===== config.mk =====
export PLATFORM = sky130hd
export DESIGN_NAME = firmware_loader_m_flat
export DESIGN_NICKNAME = d
export VERILOG_FILES = /design/src/rtl/firmware_loader_if.sv /design/src/rtl/firmware_loader_m.sv /design/src/flat_wrapper.sv
export SDC_FILE = /design/constraint.sdc
export NUM_CORES = 1
export LEC_CHECK = 0
export CAP_MARGIN = 25
export CORE_MARGIN = 2
export CORE_UTILIZATION = 50
export DETAILED_ROUTE_END_ITERATION = 8
export PLACE_DENSITY_LB_ADDON = 0.1
export SLEW_MARGIN = 20
export SYNTH_ARGS = -nofsm -noshare
export SYNTH_HDL_FRONTEND = slang
export SYNTH_SLANG_ARGS = --single-unit

===== constraint.sdc =====
create_clock -name clk -period 4.9 [get_ports clk]
set_clock_uncertainty 0.05 [all_clocks]
set_input_delay 0.49 -clock clk [delete_from_list [all_inputs] [get_ports clk]]
set_output_delay 0.49 -clock clk [all_outputs]
set_load 0.01 [all_outputs]

===== src/rtl/firmware_loader_if.sv =====
// Byte-stream input and firmware-store write port of the firmware loader.
// master: byte source / observer side; slave: the loader itself.
interface firmware_loader_if;
  logic [7:0]  in_data;
  logic        in_valid;
  logic        in_ready;
  logic [13:0] wr_address;
  logic [7:0]  wr_data;
  logic        wr_en;
  logic        busy;
  logic        done;
  logic        error;

  modport master (
    output in_data, in_valid,
    input  in_ready, wr_address, wr_data, wr_en, busy, done, error
  );

  modport slave (
    input  in_data, in_valid,
    output in_ready, wr_address, wr_data, wr_en, busy, done, error
  );
endinterface


===== src/rtl/firmware_loader_m.sv =====
// Parses HEADER/ADDR/LEN/payload records and writes payload into the firmware store.
// Optional trailing checksum byte enabled by defining FIRMWARE_LOADER_CHECKSUM_EN.
module firmware_loader_m #(
  parameter logic [7:0]  HEADER    = 8'hA5,
  parameter int unsigned MEM_BYTES = 16384
) (
  input logic              clk,
  input logic              rst_n,
  firmware_loader_if.slave bus
);

  typedef enum logic [2:0] {
    StIdle,
    StAddrLo,
    StAddrHi,
    StLenLo,
    StLenHi,
`ifdef FIRMWARE_LOADER_CHECKSUM_EN
    StData,
    StCsum
`else
    StData
`endif
  } state_e;

  state_e      state_q, state_d;
  logic [13:0] addr_q, addr_d;
  logic [15:0] len_q, len_d;
  logic [15:0] len_full;
  logic        ready_q;
  logic        wr_en_q, wr_en_d;
  logic [13:0] wr_address_q, wr_address_d;
  logic [7:0]  wr_data_q, wr_data_d;
  logic        done_q, done_d;
  logic        error_q, error_d;
  logic        accept;
`ifdef FIRMWARE_LOADER_CHECKSUM_EN
  logic [7:0]  csum_q, csum_d;
  logic [7:0]  csum_sum;
`endif

  assign accept = bus.in_valid & ready_q;

  always_comb begin
    state_d      = state_q;
    addr_d       = addr_q;
    len_d        = len_q;
    wr_en_d      = 1'b0;
    wr_address_d = wr_address_q;
    wr_data_d    = wr_data_q;
    done_d       = 1'b0;
    error_d      = 1'b0;
    len_full     = {bus.in_data, len_q[7:0]};
`ifdef FIRMWARE_LOADER_CHECKSUM_EN
    csum_d       = csum_q;
    csum_sum     = csum_q + bus.in_data;
    if (accept && state_q != StIdle) csum_d = csum_sum;
`endif
    if (accept) begin
      unique case (state_q)
        StIdle: begin
          if (bus.in_data == HEADER) begin
            state_d = StAddrLo;
`ifdef FIRMWARE_LOADER_CHECKSUM_EN
            csum_d  = 8'h00;
`endif
          end
        end
        StAddrLo: begin
          addr_d[7:0] = bus.in_data;
          state_d     = StAddrHi;
        end
        StAddrHi: begin
          // Store is 16 KiB: any of ADDR[15:14] set is out of range.
          if (bus.in_data[7:6] != 2'b00) begin
            error_d = 1'b1;
            state_d = StIdle;
          end else begin
            addr_d[13:8] = bus.in_data[5:0];
            state_d      = StLenLo;
          end
        end
        StLenLo: begin
          len_d[7:0] = bus.in_data;
          state_d    = StLenHi;
        end
        StLenHi: begin
          len_d = len_full;
          if (32'(len_full) > MEM_BYTES) begin
            error_d = 1'b1;
            state_d = StIdle;
          end else if (len_full == 16'd0) begin
`ifdef FIRMWARE_LOADER_CHECKSUM_EN
            state_d = StCsum;
`else
            done_d  = 1'b1;
            state_d = StIdle;
`endif
          end else begin
            state_d = StData;
          end
        end
        StData: begin
          wr_en_d      = 1'b1;
          wr_address_d = addr_q;
          wr_data_d    = bus.in_data;
          addr_d       = addr_q + 14'd1;
          len_d        = len_q - 16'd1;
          if (len_q == 16'd1) begin
`ifdef FIRMWARE_LOADER_CHECKSUM_EN
            state_d = StCsum;
`else
            done_d  = 1'b1;
            state_d = StIdle;
`endif
          end
        end
`ifdef FIRMWARE_LOADER_CHECKSUM_EN
        StCsum: begin
          done_d  = (csum_sum == 8'h00);
          error_d = (csum_sum != 8'h00);
          state_d = StIdle;
        end
`endif
        default: state_d = StIdle;
      endcase
    end
  end

  always_ff @(posedge clk or negedge rst_n) begin
    if (!rst_n) begin
      state_q      <= StIdle;
      addr_q       <= '0;
      len_q        <= '0;
      ready_q      <= 1'b0;
      wr_en_q      <= 1'b0;
      wr_address_q <= '0;
      wr_data_q    <= '0;
      done_q       <= 1'b0;
      error_q      <= 1'b0;
`ifdef FIRMWARE_LOADER_CHECKSUM_EN
      csum_q       <= '0;
`endif
    end else begin
      state_q      <= state_d;
      addr_q       <= addr_d;
      len_q        <= len_d;
      ready_q      <= 1'b1;
      wr_en_q      <= wr_en_d;
      wr_address_q <= wr_address_d;
      wr_data_q    <= wr_data_d;
      done_q       <= done_d;
      error_q      <= error_d;
`ifdef FIRMWARE_LOADER_CHECKSUM_EN
      csum_q       <= csum_d;
`endif
    end
  end

  assign bus.in_ready   = ready_q;
  assign bus.wr_en      = wr_en_q;
  assign bus.wr_address = wr_address_q;
  assign bus.wr_data    = wr_data_q;
  assign bus.done       = done_q;
  assign bus.error      = error_q;
  assign bus.busy       = (state_q != StIdle);

endmodule


===== src/flat_wrapper.sv =====
// flat-port wrapper written by rule: the top's interface ports become plain ports
module firmware_loader_m_flat 
#(
  parameter logic [7:0]  HEADER    = 8'hA5,
  parameter int unsigned MEM_BYTES = 16384
)
  (clk, rst_n, bus_in_data, bus_in_valid, bus_in_ready, bus_wr_address, bus_wr_data, bus_wr_en, bus_busy, bus_done, bus_error);
  firmware_loader_if bus_i ();
  input logic clk;
  input logic rst_n;
  input wire logic [$bits(bus_i.in_data)-1:0] bus_in_data;
  input wire logic [$bits(bus_i.in_valid)-1:0] bus_in_valid;
  output wire logic [$bits(bus_i.in_ready)-1:0] bus_in_ready;
  output wire logic [$bits(bus_i.wr_address)-1:0] bus_wr_address;
  output wire logic [$bits(bus_i.wr_data)-1:0] bus_wr_data;
  output wire logic [$bits(bus_i.wr_en)-1:0] bus_wr_en;
  output wire logic [$bits(bus_i.busy)-1:0] bus_busy;
  output wire logic [$bits(bus_i.done)-1:0] bus_done;
  output wire logic [$bits(bus_i.error)-1:0] bus_error;
  assign bus_i.in_data = bus_in_data;
  assign bus_i.in_valid = bus_in_valid;
  assign bus_in_ready = bus_i.in_ready;
  assign bus_wr_address = bus_i.wr_address;
  assign bus_wr_data = bus_i.wr_data;
  assign bus_wr_en = bus_i.wr_en;
  assign bus_busy = bus_i.busy;
  assign bus_done = bus_i.done;
  assign bus_error = bus_i.error;
  firmware_loader_m #(.HEADER(HEADER), .MEM_BYTES(MEM_BYTES)) u_core (.clk(clk), .rst_n(rst_n), .bus(bus_i));
endmodule

### After elaboration in Yosys (flattened, before gate mapping)

Index checks and enable logic that the tools add are counted.

| cells by class | value |
|---|---|
| $lt $le $gt $ge | 1 |
| muxes and demuxes | 22 |
| equal/unequal tests | 10 |
| add/subtract/negate cells | 2 |
| reduce and logical (&&, ||, !) cells | 14 |
| bitwise operators | 1 |

Operators with widths:

| operator | number |
|---|---|
| $pmux 8 s2 | 3 |
| $pmux 3 s6 | 1 |
| $eq 16x1->1 const B | 1 |
| $gt 16x15->1 const B | 1 |
| $logic_not 16->1 | 1 |
| $sub 16x1->16 const B | 1 |
| $add 14x1->14 const B | 1 |
| $mux 3 | 4 |
| $pmux 6 s2 | 1 |
| $reduce_bool 2->1 | 5 |
| $mux 1 | 9 |
| $eq 8x8->1 const B | 1 |
| $reduce_and 2->1 | 4 |
| $eq 3x2->1 const B | 2 |
| $eq 3x3->1 const B | 2 |
| $mux 6 | 1 |
| $reduce_and 3->1 | 2 |
| $ne 2x1->1 const B | 2 |
| $pmux 1 s2 | 2 |
| $eq 3x1->1 const B | 1 |
| $logic_not 3->1 | 1 |
| $reduce_bool 3->1 | 1 |
| $mux 2 | 1 |
| $ne 2x2->1 const B | 1 |
| $and 1x1->1 | 1 |

| word-level totals | value |
|---|---|
| output and inout port bits | 27 |
| logic and storage cells | 61 |
| input port bits | 11 |
| flip-flop bits (word level) | 59 |

### Depth between registers and ports, before layout

Gate-level depths: netlist of run 1.

| depth | value |
|---|---|
| word-level depth | 5 |
| depth in mapped cells | 7 |
| gate-level depth less buffers | 7 |

### Least setup slack after synthesis of run 1

No wires, ideal clock.

| timing | value |
|---|---|
| path kind | flip-flop to flip-flop |
| start | register u_core.len_q[0] |
| end | register u_core.len_q[12] |
| arrival | 1.682 ns |
| path buffers | 0 |
| setup time | 0.119 ns |
| slack | 3.049 ns |
| required time | 4.731 ns |
| stages on the path, launching flop included | 8 |
| clock period less this slack | 1.851 ns |
| path through | dfrtp_1 inv_1 ha_1 nor3b_2 nand2_1 or3_1 o22ai_1 o21ba_1 |

| between the ends | value |
|---|---|
| word-level cells in the longest chain between the ends | 2 |

Ends and longest elaborated chain:

| element | line | source |
|---|---|---|
| start, declared | firmware_loader_m.sv:28 | `logic [15:0] len_q, len_d;` |
| start signal, assigned | firmware_loader_m.sv:147 | `len_q <= len_d;` |
| $sub 16x1->16 | firmware_loader_m.sv:108 | `len_d = len_q - 16'd1;` |
| $pmux 8 s2 | firmware_loader_m.sv:60 | `unique case (state_q)` |

No other way between the ends.
A chain may end at the register's enable or synchronous reset.

### Worst setup path after layout of run 1

| timing | value |
|---|---|
| start | register u_core.state_q[1] |
| end | register u_core.addr_q[13] |

| between the ends | value |
|---|---|
| word-level cells in the longest chain between the ends | 3 |
| elaborated cells on any way between the ends | 6 |
| those cells by class | eq/ne: 3; mux: 1; reduce/logical: 2 |

Ends and longest elaborated chain:

| element | line | source |
|---|---|---|
| start, declared | firmware_loader_m.sv:26 | `state_e state_q, state_d;` |
| start signal, assigned | firmware_loader_m.sv:132 | `state_q <= StIdle;` |
| start signal, assigned | firmware_loader_m.sv:145 | `state_q <= state_d;` |
| $eq 3x2->1 or $eq 3x3->1 (tied branches) | firmware_loader_m.sv:60 |  |
| $ne 2x2->1 (no source line) or $reduce_bool 2->1 (tied branches) | - |  |
| $reduce_and 3->1 (no source line) | - |  |
| end signal, assigned | firmware_loader_m.sv:146 | `addr_q <= addr_d;` |
| end, declared | firmware_loader_m.sv:27 | `logic [13:0] addr_q, addr_d;` |

Parallel ways exist; a longest one is shown, timed or not.

==> results.yml, run 1 <==
detailed_routing:
  drc_errors: 0
  wl_per_cell_um: 18.12
  vias: 2668
  viasPerCell: 6.147
  wirelength_mm: 7.863
  drtIter0Drc: 229
  drt_pass1_iterations: 5
  ant_nets: 0
floorplan:
  die_y_um: 83.35
  rows: 28
  initial_core_util_pct: 52.55
  die_w_um: 83.35
  coreArea_um2: 5991
  ios: 38
  dieArea_um2: 6946
power:
  peakVddDrop_mv: 0.2484
  p_per_area_nw_per_um2: 411.2
  p_leak_uw: 0.001681
timing:
  slew_violations: 0
  period_minus_slack_ns: 2.572
  layout_setup_ws_ns: 2.328
  hold_slack_ns: 0.2374
  grt_setup_unrepaired: "no"
  fin_crit_sh_pct: 52.49
  tns_ns: 0
  setup_viol: 0
  max_clock_freq_mhz: 388.8
  finalHoldViolCount: 0
  slew_headroom_pct: 46.60
  tightest_slew_ns: 0.7991
setup_path:
  crit_type: "register to register"
  critical_path.endpoint_type: "register"
  path_max_fanout: 15
  critPathLaunchType: "register"
  worstPathRequired_ns: 5.09
  worstReg2RegStart: "u_core.state_q[1]"
  crit_arrival_ns: 2.76
  worstSetupStartpoint: "u_core.state_q[1]"
yosys:
  yosys_warnings: 0
  avgSynthCellArea_um2: 9.868
  synth-seq-cells: 59
  ys_seq_area_share_pct: 46.90
  ys.flop_type: "dfrtp_1"
  yosysUniqueCellTypes: 62
  ys_async_sr_fraction_pct: 100.0
  syn_nets: 333
  synth_cells: 319
  synth_edf_count: 0
  syn-cell-area_um2: 3148
job:
  drv_cap: 0
place:
  post-dp-hpwl_mm: 5.156
  port_buffers: 37
  pre_cts_slack_ns: 2.180
  dp_cells: 418
  gp_congestion: 0.8853
min_path:
  min_path_type: "input pin to asynchronous set/reset pin"
clock_tree:
  cts.hold.buffers_added: 0
  cts_root_buffer: "clkbuf_8"
  postCtsSetupBuffers: 0
  cts_buffers: 9
  cts_resized: 0
  clk_latency_ns: 0.35
  htreeDepth: 3
  clock_path_buffers: 2
  cts.clk_slew.worst_paths_ns: 0.07
  cts.sinks: 59
  cts_tree: "done"
final_layout:
  drive_gt1_share_pct: 10.31
  area_delta_synth_final_pct: 19.40
  final_cell_mix: "59 x dfrtp_1, 36 x clkdlybuf4s50_1, 28 x a21oi_1"
  layout_commonest_cell: "dfrtp_1"
  final_cells: 434
  antenna_cells: 0
  nets: 368
  fill_cells: 491
  post-route-util_pct: 62.74
global_route:
  grt_use_total_pct: 23.88
  grt_remaining_overflow: 0
  met3_usage_pct: 4.970
  grt_pass1_wl_mm: 13.26
  globalRouteMet1Util_pct: 35.33
  grt_pass1_vias: 2570
  use_met2_pct: 33.50
  busiest_layer: "met1"
  grt_max_degree: 60
  antenna_found_initial: 0
status:
  run_status: "complete, no violations"
[kinds of logic after synthesis]
group | Yosys count | share of synthesized area, %
adders and majority gates | 3 | 1.192
other | 1 | 0.1191
and+or+nand+nor | 107 | 18.72
buffers and inverters | 25 | 3.458
AOI/OAI and AO/OA | 100 | 21.11
muxes | 24 | 8.505
DFF | 59 | 46.90
[final cells by class]
type	instances	area, µm²	share of cell area [%]
multi-input cells	235	1563	41.58
flip-flops and latches	59	1476	39.28
repair buffers	40	387.9	10.32
clock buffers	12	155.1	4.128
well taps	75	93.84	2.497
clock inverters	4	48.80	1.298
inverters	9	33.78	0.8988
[path summary, 6_finish.rpt]
check                      slack [ns]  cells after the start                  endpoint
max in group asynchronous        4.06                      2          u_core.addr_q[0]
hold reg to reg                  0.44                      1  u_core.bus.wr_address[9]
hold / removal                   0.24                      2           u_core.len_q[5]
min in group clk                 0.44                      1  u_core.bus.wr_address[9]
setup reg to reg                 2.33                      5         u_core.addr_q[13]
setup / recovery                 2.33                      5         u_core.addr_q[13]
[critical path, stage by stage, from the launching register on]
cell and delay (ns):
dfrtp_1 0.63, and2b_1 0.30, and2_1 0.36, o21ai_1 0.72, o21ba_1 0.24, o22a_1 0.16
[cells in the mapped netlist, types with 4 or more instances]
cell type | n | share of area (%)
o22a_1 | 9 | 2.5
nand2_1 | 27 | 3.2
o21a_1 | 4 | 0.95
clkbuf_1 | 4 | 0.48
nor4_1 | 5 | 0.99
nand3_1 | 5 | 0.79
o22ai_1 | 10 | 2.0
nor3_1 | 14 | 2.2
mux2_1 | 16 | 5.7
a31oi_1 | 4 | 0.79
a21oi_1 | 28 | 4.5
dfrtp_1 | 59 | 47
o21ai_1 | 5 | 0.79
nand4_1 | 4 | 0.79
mux2_2 | 6 | 2.1
buf_2 | 9 | 1.4
inv_1 | 8 | 0.95
nor2_1 | 23 | 2.7
o21ai_0 | 13 | 2.1
[routing by layer]
| metal | routed length, µm | vias up |
|---|---|---|
| li1 | - | 1258 |
| met1 | 3828 | 1297 |
| met2 | 3436 | 95 |
| met3 | 392 | 18 |
| met4 | 205 | 0 |
| met5 | 0 | - |
[flip-flops by register name (all words and copies together) (netlist names)]
name and flops:
u_core.addr_q 14, u_core.bus.done 1, u_core.bus.error 1, u_core.bus.in_ready 1
u_core.bus.wr_address 14, u_core.bus.wr_data 8, u_core.bus.wr_en 1, u_core.len_q 16
u_core.state_q 3
[per-stage QoR]
stage                     power, µW  area, µm²
final                          1546       3759
after global routing           1634       3759
after CTS                      1549       3759
after detailed placement       1088       3555
after global placement         1075       3555
after floorplan               958.6       3148
[power by group]
part	internal, µW	switching, µW
clock	262	195
combinational	163	195
sequential	582	148
Note: power is estimated with default switching activity, not from simulation.
==> run 2: changes to the inputs <==
clock period = 2.4 ns   (was 4.9 ns; I/O delays follow)
==> results.yml, run 2 (synthesis results as in run 1) <==
detailed_routing:
  wirelength_mm: 8.085
  drc_errors: 0
  vias: 2778
  drt_pass1_iterations: 5
  ant_nets: 0
  viasPerCell: 6.146
  drtIter0Drc: 237
  wl_per_cell_um: 17.89
floorplan:
  dieArea_um2: 6946
  coreArea_um2: 5991
  ios: 38
  die_w_um: 83.35
  die_y_um: 83.35
  initial_core_util_pct: 52.55
  rows: 28
global_route:
  grt_use_total_pct: 24.85
  antenna_found_initial: 0
  grt_pass1_wl_mm: 13.68
  grt_remaining_overflow: 0
  grt_max_degree: 29
  grt_pass1_vias: 2628
timing:
  tightest_slew_ns: 0.7160
  tns_ns: 0
  slew_headroom_pct: 52.05
  setup_viol: 0
  layout_setup_ws_ns: 0.3042
  hold_slack_ns: 0.2777
  period_minus_slack_ns: 2.096
  grt_setup_unrepaired: "no"
  fin_crit_sh_pct: 87.32
  max_clock_freq_mhz: 477.1
  slew_violations: 0
  finalHoldViolCount: 0
place:
  port_buffers: 37
  gp_congestion: 0.8688
  post-dp-hpwl_mm: 5.738
  pre_cts_slack_ns: 0.1260
  place_area_um2: 3690
power:
  p_per_area_nw_per_um2: 823.5
  p_leak_uw: 0.001773
  power_uw: 3221
  peakVddDrop_mv: 0.4493
final_layout:
  final_area_um2: 3911
  top_register: "u_core.len_q"
  largest_reg_flops: 16
  antenna_cells: 0
  layout_commonest_cell: "dfrtp_1"
  area_delta_synth_final_pct: 24.24
  nets: 387
  fill_cells: 507
  final_cell_mix: "59 x dfrtp_1, 36 x clkdlybuf4s50_1, 28 x a21oi_1"
  drive_gt1_share_pct: 14.59
setup_path:
  crit_type: "register to register"
  crit_slowest_cell: "dfrtp_1"
  path_max_fanout: 6
  ff2ff_path_depth: 7
  cp_cell_sequence: "inv_1 -> ha_1 -> nor3b_2 -> nand4_1 -> a221oi_1 -> a21oi_1 -> a22o_1"
  max_stage_delay_ns: 0.43
  crit_arrival_ns: 2.28
  critPathLaunchType: "register"
  critical_path.endpoint_type: "register"
  worstPathRequired_ns: 2.59
clock_tree:
  htreeDepth: 3
  cts_root_buffer: "clkbuf_8"
  clk_latency_ns: 0.34
  cts_buffers: 9
  cts.sinks: 59
  clock_path_buffers: 2
  cts_resized: 0
  cts.clk_slew.worst_paths_ns: 0.07
  cts_tree: "done"
job:
  drv_cap: 0
min_path:
  min_path_type: "input pin to asynchronous set/reset pin"
status:
  run_status: "complete, no violations"
==> run 2: layout make-up <==
cell class              instances  area (µm²)  area share [%]
inverters                       9       33.78          0.8637
flip-flops and latches         59        1476           37.75
well taps                      75       93.84           2.399
multi-input cells             235        1563           39.96
clock inverters                 3       46.29           1.184
repair buffers                 59       533.0           13.63
clock buffers                  12       165.2           4.223
==> run 2: path summary, 6_finish.rpt <==
kind / from / endpoint / slack (ns)
setup / recovery: u_core.len_q[1] / u_core.state_q[2] / 0.30
hold / removal: rst_n / u_core.len_q[5] / 0.28
setup reg to reg: u_core.len_q[1] / u_core.state_q[2] / 0.30
hold reg to reg: u_core.bus.wr_address[1] / u_core.bus.wr_address[1] / 0.44
max in group asynchronous: rst_n / u_core.bus.wr_address[7] / 1.33
min in group clk: u_core.bus.wr_address[1] / u_core.bus.wr_address[1] / 0.44
==> run 2: critical path, delay by kind of cell (launching register included) <==
family                   cells  cell delay [ns]
AO/OA/AOI/OAI                3             0.57
adder cells (fa/ha/maj)      1             0.19
flip-flops                   1             0.43
buffers and inverters        1             0.11
AND/OR/NAND/NOR              2             0.64
==> run 2: what timing repair did <==
action | 4_1_cts | 5_1_grt
endpoints found under the hold margin | 13 | 0
hold buffers | 1 | 0
setup buffers | 0 | 0
==> run 2: layer usage <==
metal  global-route usage, %  wire, µm
met1                   37.24      3817
met2                   36.00      3544
met3                   4.970       576
met4                   8.346       146
met5                       0         0
==> run 2: report_power, final <==
part	leakage, µW	total, µW	internal (µW)	switching [µW]
sequential	0.000787	1440	1190	251
combinational	0.000881	812	369	443
clock	0.000105	968	561	408
total	0.00177	3220	2120	1100
==> run 2: per-stage QoR <==
stage | util [%] | std cells
6_report | 65.29 | 452
5_1_grt | 65.29 | 452
4_1_cts | 65.29 | 452
3_5_place_dp | 61.59 | 436
3_3_place_gp | 61.59 | 436
2_1_floorplan | - | 319
